==> src/rtl/mem_port_arbiter.sv <==
// rtl/mem_port_arbiter.sv - round-robin arbiter sharing one memory port between icache (p0) and dcache (p1)
module mem_port_arbiter #(
    parameter int DATA_W  = 256,
    parameter int ADDR_W  = 32,
    parameter int TIMEOUT = 64
) (
    input  logic              clk_i,
    input  logic              rst_i,

    input  logic              p0_enable_i,
    input  logic              p0_write_i,
    input  logic [ADDR_W-1:0] p0_addr_i,
    input  logic [DATA_W-1:0] p0_data_i,
    output logic [DATA_W-1:0] p0_data_o,
    output logic              p0_ack_o,

    input  logic              p1_enable_i,
    input  logic              p1_write_i,
    input  logic [ADDR_W-1:0] p1_addr_i,
    input  logic [DATA_W-1:0] p1_data_i,
    output logic [DATA_W-1:0] p1_data_o,
    output logic              p1_ack_o,

    input  logic [DATA_W-1:0] mem_data_i,
    input  logic              mem_ack_i,
    output logic [DATA_W-1:0] mem_data_o,
    output logic [ADDR_W-1:0] mem_addr_o,
    output logic              mem_enable_o,
    output logic              mem_write_o,

    output logic              busy_o,
    output logic              timeout_o
);

    localparam int WDOG_W = (TIMEOUT > 2) ? $clog2(TIMEOUT) : 1;
    localparam logic [WDOG_W-1:0] WDOG_LAST = (TIMEOUT > 0) ? WDOG_W'(TIMEOUT - 1) : '0;

    typedef enum logic {
        S_IDLE = 1'b0,
        S_BUSY = 1'b1
    } state_t;

    state_t             state_q, state_d;
    logic               owner_q, owner_d;
    logic               last_grant_q, last_grant_d;
    logic [WDOG_W-1:0]  wdog_q, wdog_d;
    logic [ADDR_W-1:0]  addr_q, addr_d;
    logic [DATA_W-1:0]  data_q, data_d;
    logic               enable_q, enable_d;
    logic               write_q, write_d;
    logic               timeout_q, timeout_d;
    logic               winner;

    always_ff @(posedge clk_i) begin
        if (rst_i) begin
            state_q      <= S_IDLE;
            owner_q      <= 1'b0;
            last_grant_q <= 1'b0;
            wdog_q       <= '0;
            addr_q       <= '0;
            data_q       <= '0;
            enable_q     <= 1'b0;
            write_q      <= 1'b0;
            timeout_q    <= 1'b0;
        end else begin
            state_q      <= state_d;
            owner_q      <= owner_d;
            last_grant_q <= last_grant_d;
            wdog_q       <= wdog_d;
            addr_q       <= addr_d;
            data_q       <= data_d;
            enable_q     <= enable_d;
            write_q      <= write_d;
            timeout_q    <= timeout_d;
        end
    end

    // On a tie the port that did not win last time is served; otherwise the lone requester.
    always_comb begin
        if (p0_enable_i && p1_enable_i) begin
            winner = ~last_grant_q;
        end else begin
            winner = p1_enable_i;
        end
    end

    always_comb begin
        state_d      = state_q;
        owner_d      = owner_q;
        last_grant_d = last_grant_q;
        wdog_d       = wdog_q;
        addr_d       = addr_q;
        data_d       = data_q;
        enable_d     = enable_q;
        write_d      = write_q;
        timeout_d    = timeout_q;

        case (state_q)
            S_IDLE: begin
                if (p0_enable_i || p1_enable_i) begin
                    state_d      = S_BUSY;
                    owner_d      = winner;
                    last_grant_d = winner;
                    wdog_d       = '0;
                    addr_d       = winner ? p1_addr_i  : p0_addr_i;
                    data_d       = winner ? p1_data_i  : p0_data_i;
                    write_d      = winner ? p1_write_i : p0_write_i;
                    enable_d     = 1'b1;
                end
            end
            S_BUSY: begin
                // A completion arriving on the watchdog's last cycle still counts as success.
                if (mem_ack_i) begin
                    state_d  = S_IDLE;
                    enable_d = 1'b0;
                    write_d  = 1'b0;
                    wdog_d   = '0;
                end else if ((TIMEOUT != 0) && (wdog_q == WDOG_LAST)) begin
                    state_d   = S_IDLE;
                    enable_d  = 1'b0;
                    write_d   = 1'b0;
                    wdog_d    = '0;
                    timeout_d = 1'b1;
                end else begin
                    wdog_d = wdog_q + WDOG_W'(1);
                end
            end
            default: begin
                state_d = S_IDLE;
            end
        endcase
    end

    assign p0_ack_o     = mem_ack_i & (state_q == S_BUSY) & ~owner_q;
    assign p1_ack_o     = mem_ack_i & (state_q == S_BUSY) &  owner_q;
    assign p0_data_o    = mem_data_i;
    assign p1_data_o    = mem_data_i;

    assign mem_addr_o   = addr_q;
    assign mem_data_o   = data_q;
    assign mem_enable_o = enable_q;
    assign mem_write_o  = write_q;
    assign busy_o       = (state_q == S_BUSY);
    assign timeout_o    = timeout_q;

endmodule
==> config.mk <==
export PLATFORM = sky130hd
export DESIGN_NAME = mem_port_arbiter
export DESIGN_NICKNAME = d
export VERILOG_FILES = /design/src/rtl/mem_port_arbiter.sv
export SDC_FILE = /design/constraint.sdc
export NUM_CORES = 1
export LEC_CHECK = 0
export ABC_AREA = 0
export CORE_AREA = 10 10 629 631
export CTS_CLUSTER_DIAMETER = 30
export DETAILED_ROUTE_END_ITERATION = 10
export DIE_AREA = 0 0 639 641
export SLEW_MARGIN = 15
export SYNTH_ARGS = -nofsm -noshare
export SYNTH_HDL_FRONTEND = slang
export SYNTH_SLANG_ARGS = --single-unit
==> constraint.sdc <==
create_clock -name clk_i -period 2.78 [get_ports clk_i]
set_input_delay 0.278 -clock clk_i [delete_from_list [all_inputs] [get_ports clk_i]]
set_output_delay 0.278 -clock clk_i [all_outputs]
set_load 0.02 [all_outputs]
==> out/qor.csv, run 1 <==
stage,metric,value,unit
pwr,Cell Pwr Density,668,nW/um^2
global_routing,Total GRT Usage,14.9,%
drt,# DRC,0,
drt,TritonRoute pass-1 iters,6,
placement,Placer Congestion,0.817,
synthesis,Synth Instances,2178,
die,Initial Utilization,4.41,%
cells_and_area,"Design Area, Final",32700,um^2
sta,crit share post-route,89.2,%
cells_and_area,layout cells sized above 1,9.89,%
sta,setup tns final,0,ps
cts,Clock Latency Late Sink,820,ps
worst_setup_path,critical path required time,2500,ps
die,FP Rows,227,
drt,Vias,19987,
sta,Min Hold Slack,65.8,ps
synthesis,synth warn,0,
drt,Post-Route WL,321000,um
cts,CTS tree,built,
placement,post-place setup slack,204,ps
global_routing,vias in the first global route,18095,
worst_setup_path,nature of the critical path startpoint,flip-flop,
sta,Final Max Tran Viols,0,
cells_and_area,most frequent cells in the layout,"clkdlybuf4s50_1 (858), nand2_1 (583), dfxtp_1 (299), nor2_1 (296), a311oi_1 (269)",
drt,remaining antenna violation count,0,
min_path,WHS Endpoint,mem_data_o[54]$_SDFFE_PP0P_,
min_path,Min-Delay Path Class,primary input to flip-flop,
sta,highest clock rate,403,MHz
sta,Final Hold Fails,0,
placement,dpl cell area,27900,um^2
worst_setup_path,CP endpoint kind,primary output,
drt,DRT iter0 DRCs,1564,
cts,H-tree Lvls,3,
cts,Sink Count,299,
sta,fin crit period,2480,ps
drt,Vias/cell,2.56,
run_status,status,finished clean,
cts,Clock Path Buffers,4,
worst_setup_path,Setup CP Type,flip-flop to primary output,
global_routing,antenna violations before repair,303,
drt,routed len/inst,41.1,um
sta,RSZ-0062 raised after global routing,false,
die,Placeable Area,382000,um^2
global_routing,gr ovfl total,0,
synthesis,"Net Count, Synth",3018,
cells_and_area,fin cells,7820,
synthesis,Seq cells post-synth,299,
cells_and_area,nets,3474,
global_routing,largest net degree at the start of global routing,137,
global_routing,global-route wire length before repair,362000,um
cts,root buffer cell,clkbuf_16,
synthesis,Synth cell types,32,
placement,placed insts,7474,
min_path,cell depth of the worst hold path,3,
synthesis,"Seq/Total Area, Yosys",35.6,%
cells_and_area,final core occ,8.56,%
min_path,min-delay src,p1_data_i[54],
flow_run,Max-Cap Viols,0,
placement,count of input and output buffers,876,
die,Die H,641,um
sta,Final WS setup,301,ps
cts,Worst-path clk slew,40,ps
sta,Max-slew headroom,51.6,%
placement,placed wire-length estimate,297000,um
sta,Clock Skew,45.8,ps
sta,Final Setup Violations,0,
cells_and_area,"commonest non-fill, non-tap cell in the layout",clkdlybuf4s50_1,
synthesis,Post-Syn Area per Cell,7.73,um^2
pwr,Worst VDD drop,435,uV
worst_setup_path,R2R Path Start,busy_o$_SDFF_PP0_,
cts,CTS buffer count,101,
synthesis,synthesized cell area,16800,um^2
die,IO Count,1645,
cts,post_cts resized,0,
worst_setup_path,Max Fanout on Critical Path,9,
worst_setup_path,flop2flop setup slack,460,ps
worst_setup_path,worst reg2reg path depth,7,
worst_setup_path,Crit path arrival time,2200,ps
die,die area,410000,um^2
pwr,Power Total,21.8,mW
die,die width,639,um
worst_setup_path,RR Endpoint,mem_data_o[22]$_SDFFE_PP0P_,
sta,measured slew at the worst slew-check pin,727,ps
cells_and_area,synth-to-layout area growth,94.2,%
pwr,LEAKAGE,10.8,nW
## kinds of logic (layout without fill, tap and decap cells)
| logic type | count (synthesis) | count (layout) | share of synthesized area [%] |
|---|---|---|---|
| flops | 299 | 299 | 35.6 |
| mux | 1 | 1 | 0.0595 |
| compound gates | 308 | 308 | 16.5 |
| fa+ha+maj | 1 | 1 | 0.0743 |
| buf+inv | 673 | 1206 | 27.6 |
| simple gates | 896 | 896 | 20.2 |
| other cells | 0 | 71 | 0 |
## Yosys cell counts (all sizes together)
library cell | number | share of area, %
a21boi | 1 | 0.045
a21o | 3 | 0.13
a21oi | 7 | 0.21
a22oi | 1 | 0.045
a311oi | 289 | 16
a31oi | 1 | 0.037
a41oi | 1 | 0.052
and3 | 1 | 0.037
buf | 624 | 27
clkbuf | 48 | 1.1
dfxtp | 299 | 36
ha | 1 | 0.074
inv | 1 | 0.022
mux2i | 1 | 0.059
nand2 | 584 | 13
nand2b | 1 | 0.037
nand3 | 2 | 0.059
nand3b | 1 | 0.045
nand4 | 1 | 0.037
nor2 | 297 | 6.7
nor2b | 1 | 0.037
nor3 | 5 | 0.15
o21ai | 4 | 0.12
o2bb2ai | 1 | 0.052
or2 | 1 | 0.037
or3 | 2 | 0.074
## layout make-up
cell class                      instances  area, um^2
Timing Repair Buffer                 1025       10400
Tap cell                             5038        6300
Antenna cell                           71         178
Clock inverter                         50         776
Fill cell                           44346      349000
Inverter                                1        3.75
Multi-Input combinational cell       1206        6220
Sequential cell                       299        5990
Clock buffer                          130        2850
## metal layers
metal / track usage, % / share of wire [%]
met5: 2.88 / 0.92
met4: 4.11 / 3.6
met3: 17.3 / 24
met2: 24.8 / 46
met1: 10.7 / 25
## what timing repair did
item                                   in CTS  in global routing
buffers inserted                            0                  0
endpoints found under the hold margin      85                  0
hold buffers                               95                  0
## power by group
group	switching [mW]	internal, mW	leakage [nW]	total (mW)
clock network	3.57	8.77	1.77	12.3
logic	2.42	2.07	6.49	4.49
registers	0.261	4.76	2.48	5.02
total	6.25	15.6	10.8	21.8
## registers in the layout, indices dropped and copies added, names as in the netlist
name / count
mem_write_o: 1
wdog_q: 6
mem_enable_o: 1
last_grant_q: 1
busy_o: 1
mem_addr_o: 32
mem_data_o: 256
timeout_o: 1
## worst max-delay path, cell delays in order, from the launching register on
cell             delay, ps
dfxtp_1                580
nand2_1                100
nor2_1                 100
clkdlybuf4s50_1        640
## worst max-delay path by stage
stage	from	endpoint	slack [ps]	depth (start not counted)
floorplan	busy_o$_SDFF_PP0_	wdog_q[3]$_SDFFE_PP0P_	1290	5
global placement	p1_enable_i	mem_data_o[88]$_SDFFE_PP0P_	240	8
detailed placement	p0_enable_i	mem_data_o[67]$_SDFFE_PP0P_	200	6
CTS	busy_o$_SDFF_PP0_	p0_ack_o	220	3
global route	busy_o$_SDFF_PP0_	p0_ack_o	150	3
finish	busy_o$_SDFF_PP0_	p0_ack_o	300	3
Power figures use the tool's default switching activity.
==> run 2: changes to the inputs <==
Settings changed: SETUP_SLACK_MARGIN from default to 0.2.
==> run 2 against run 1 <==
Against the previous run: maximum frequency up 6.2%; via count up 0.19%; hold slack about the same; routed wire length about the same; clock power about the same; final area about the same; core utilization about the same; power about the same; critical path depth unchanged; sequential power about the same; largest power group unchanged.
==> out/qor.csv, run 2 (synthesized netlist as in run 1, its figures left out) <==
stage,metric,value,unit
run_status,status,finished clean,
sta,Final Hold Fails,0,
cts,H-tree Lvls,3,
global_routing,global-route wire length before repair,362000,um
worst_setup_path,slowest CP cell,clkdlybuf4s50_1,
die,die area,410000,um^2
drt,routed len/inst,41.1,um
worst_setup_path,Worst Setup SP,busy_o$_SDFF_PP0_,
die,die width,639,um
sta,Max-slew headroom,51.3,%
pwr,LEAKAGE,10.8,nW
die,Placeable Area,382000,um^2
cts,CTS tree,built,
sta,RSZ-0062 raised after global routing,false,
cts,CTS buffer count,101,
placement,Placer Congestion,0.817,
cells_and_area,nets,3474,
cts,Worst-path clk slew,40,ps
global_routing,antenna violations before repair,303,
die,Die H,641,um
cells_and_area,fin cells,7821,
pwr,Cell Pwr Density,668,nW/um^2
worst_setup_path,"slowest stage delay, CP",640,ps
cts,Sink Count,299,
placement,placed wire-length estimate,297000,um
drt,TritonRoute pass-1 iters,5,
drt,# DRC,0,
global_routing,vias in the first global route,18095,
sta,Final WS setup,446,ps
sta,highest clock rate,429,MHz
cts,Setup Buffers After CTS,0,
cells_and_area,Fillers,44345,
drt,remaining antenna violation count,0,
cells_and_area,combined area of the multi-input logic cells,6220,um^2
worst_setup_path,Crit path arrival time,2060,ps
cts,Clock Latency Late Sink,820,ps
flow_run,Max-Cap Viols,0,
placement,placed insts,7474,
die,Initial Utilization,4.41,%
die,FP Rows,227,
worst_setup_path,R2R Path Start,last_grant_q$_SDFFE_PP0P_,
drt,Vias,20024,
cells_and_area,"commonest non-fill, non-tap cell in the layout",clkdlybuf4s50_1,
sta,measured slew at the worst slew-check pin,731,ps
sta,setup tns final,0,ps
min_path,Min-Delay Path Class,primary input to flip-flop,
sta,Final Setup Violations,0,
min_path,min-delay src,p1_data_i[54],
drt,DRT iter0 DRCs,1569,
worst_setup_path,CP endpoint kind,primary output,
worst_setup_path,nature of the critical path startpoint,flip-flop,
placement,count of input and output buffers,876,
cts,Clock Path Buffers,4,
sta,crit share post-route,83.9,%
drt,Vias/cell,2.56,
sta,fin crit period,2330,ps
worst_setup_path,critical path required time,2500,ps
global_routing,gr ovfl total,0,
global_routing,largest net degree at the start of global routing,137,
cells_and_area,synth-to-layout area growth,94.2,%
sta,Min Hold Slack,65.9,ps
cts,root buffer cell,clkbuf_16,
cells_and_area,FF/Latch Area,5990,um^2
drt,Post-Route WL,321000,um
worst_setup_path,worst-path cell chain,"nand2_1, nor2_1, clkdlybuf4s50_1",
die,IO Count,1645,
worst_setup_path,Max Fanout on Critical Path,9,
pwr,Power Total,21.8,mW
sta,Final Max Tran Viols,0,
sta,Clock Skew,46.1,ps
cells_and_area,most frequent cells in the layout,"clkdlybuf4s50_1 (858), nand2_1 (583), dfxtp_1 (298), nor2_1 (296), a311oi_1 (269)",
worst_setup_path,Setup CP Type,flip-flop to primary output,
pwr,Worst VDD drop,435,uV
cells_and_area,max reg flops,256,
global_routing,Total GRT Usage,14.9,%
cells_and_area,layout cells sized above 1,9.92,%
placement,post-place setup slack,204,ps
run 2: changes by cell type in the layout (fill, tap and decap cells not counted), sizes merged:
cell and change:
diode +1
run 2: final timing paths:
path                            endpoint  slack, ps  cells after the start
max                             p0_ack_o        450                      3
min          mem_data_o[54]$_SDFFE_PP0P_         70                      3
max reg2reg   mem_addr_o[0]$_SDFFE_PP0P_        490                      6
min reg2reg     mem_write_o$_SDFFE_PP0P_        450                      1
run 2: stage by stage:
step,instance area [um^2],utilization (%)
after floorplan,16800,-
after global placement,27900,7.31
final,32700,8.56
after global routing,32600,8.53
after CTS,32500,8.51
after detailed placement,27900,7.31
run 2: final cells by class:
type,instances,area share [%]
Timing Repair Buffer,1025,31.7
Tap cell,5038,19.3
Multi-Input combinational cell,1206,19.0
Sequential cell,299,18.3
Clock buffer,130,8.71
Clock inverter,50,2.37
Antenna cell,72,0.551
Inverter,1,0.0115
run 2: what timing repair did:
action | 4_1_cts | 5_1_grt
hold buffers | 95 | 0
endpoints found under the hold margin | 85 | 0
setup endpoints to repair | 0 | 1
resized for setup | 0 | 1
run 2: where the power goes:
group,internal (mW),total (mW),switching (mW)
Sequential,4.76,5.02,0.262
Combinational,2.07,4.49,2.42
Clock,8.77,12.3,3.57
Total,15.6,21.8,6.25
run 2: routing by layer:
| metal | part of all wire (%) | up-vias | wire length [um] | GRT usage [%] |
|---|---|---|---|---|
| met5 | 0.92 | - | 2940 | 2.88 |
| met4 | 3.6 | 220 | 11400 | 4.11 |
| met3 | 24 | 726 | 78400 | 17.3 |
| met2 | 46 | 2413 | 149000 | 24.8 |
| met1 | 25 | 8770 | 79600 | 10.7 |
| li1 | - | 7895 | - | - |
run 2: worst max-delay path: cells and delay by family, from the launching register on:
family / cells / cell delay [ps]
buffers and inverters: 1 / 640
DFF: 1 / 460
and+or+nand+nor: 2 / 180
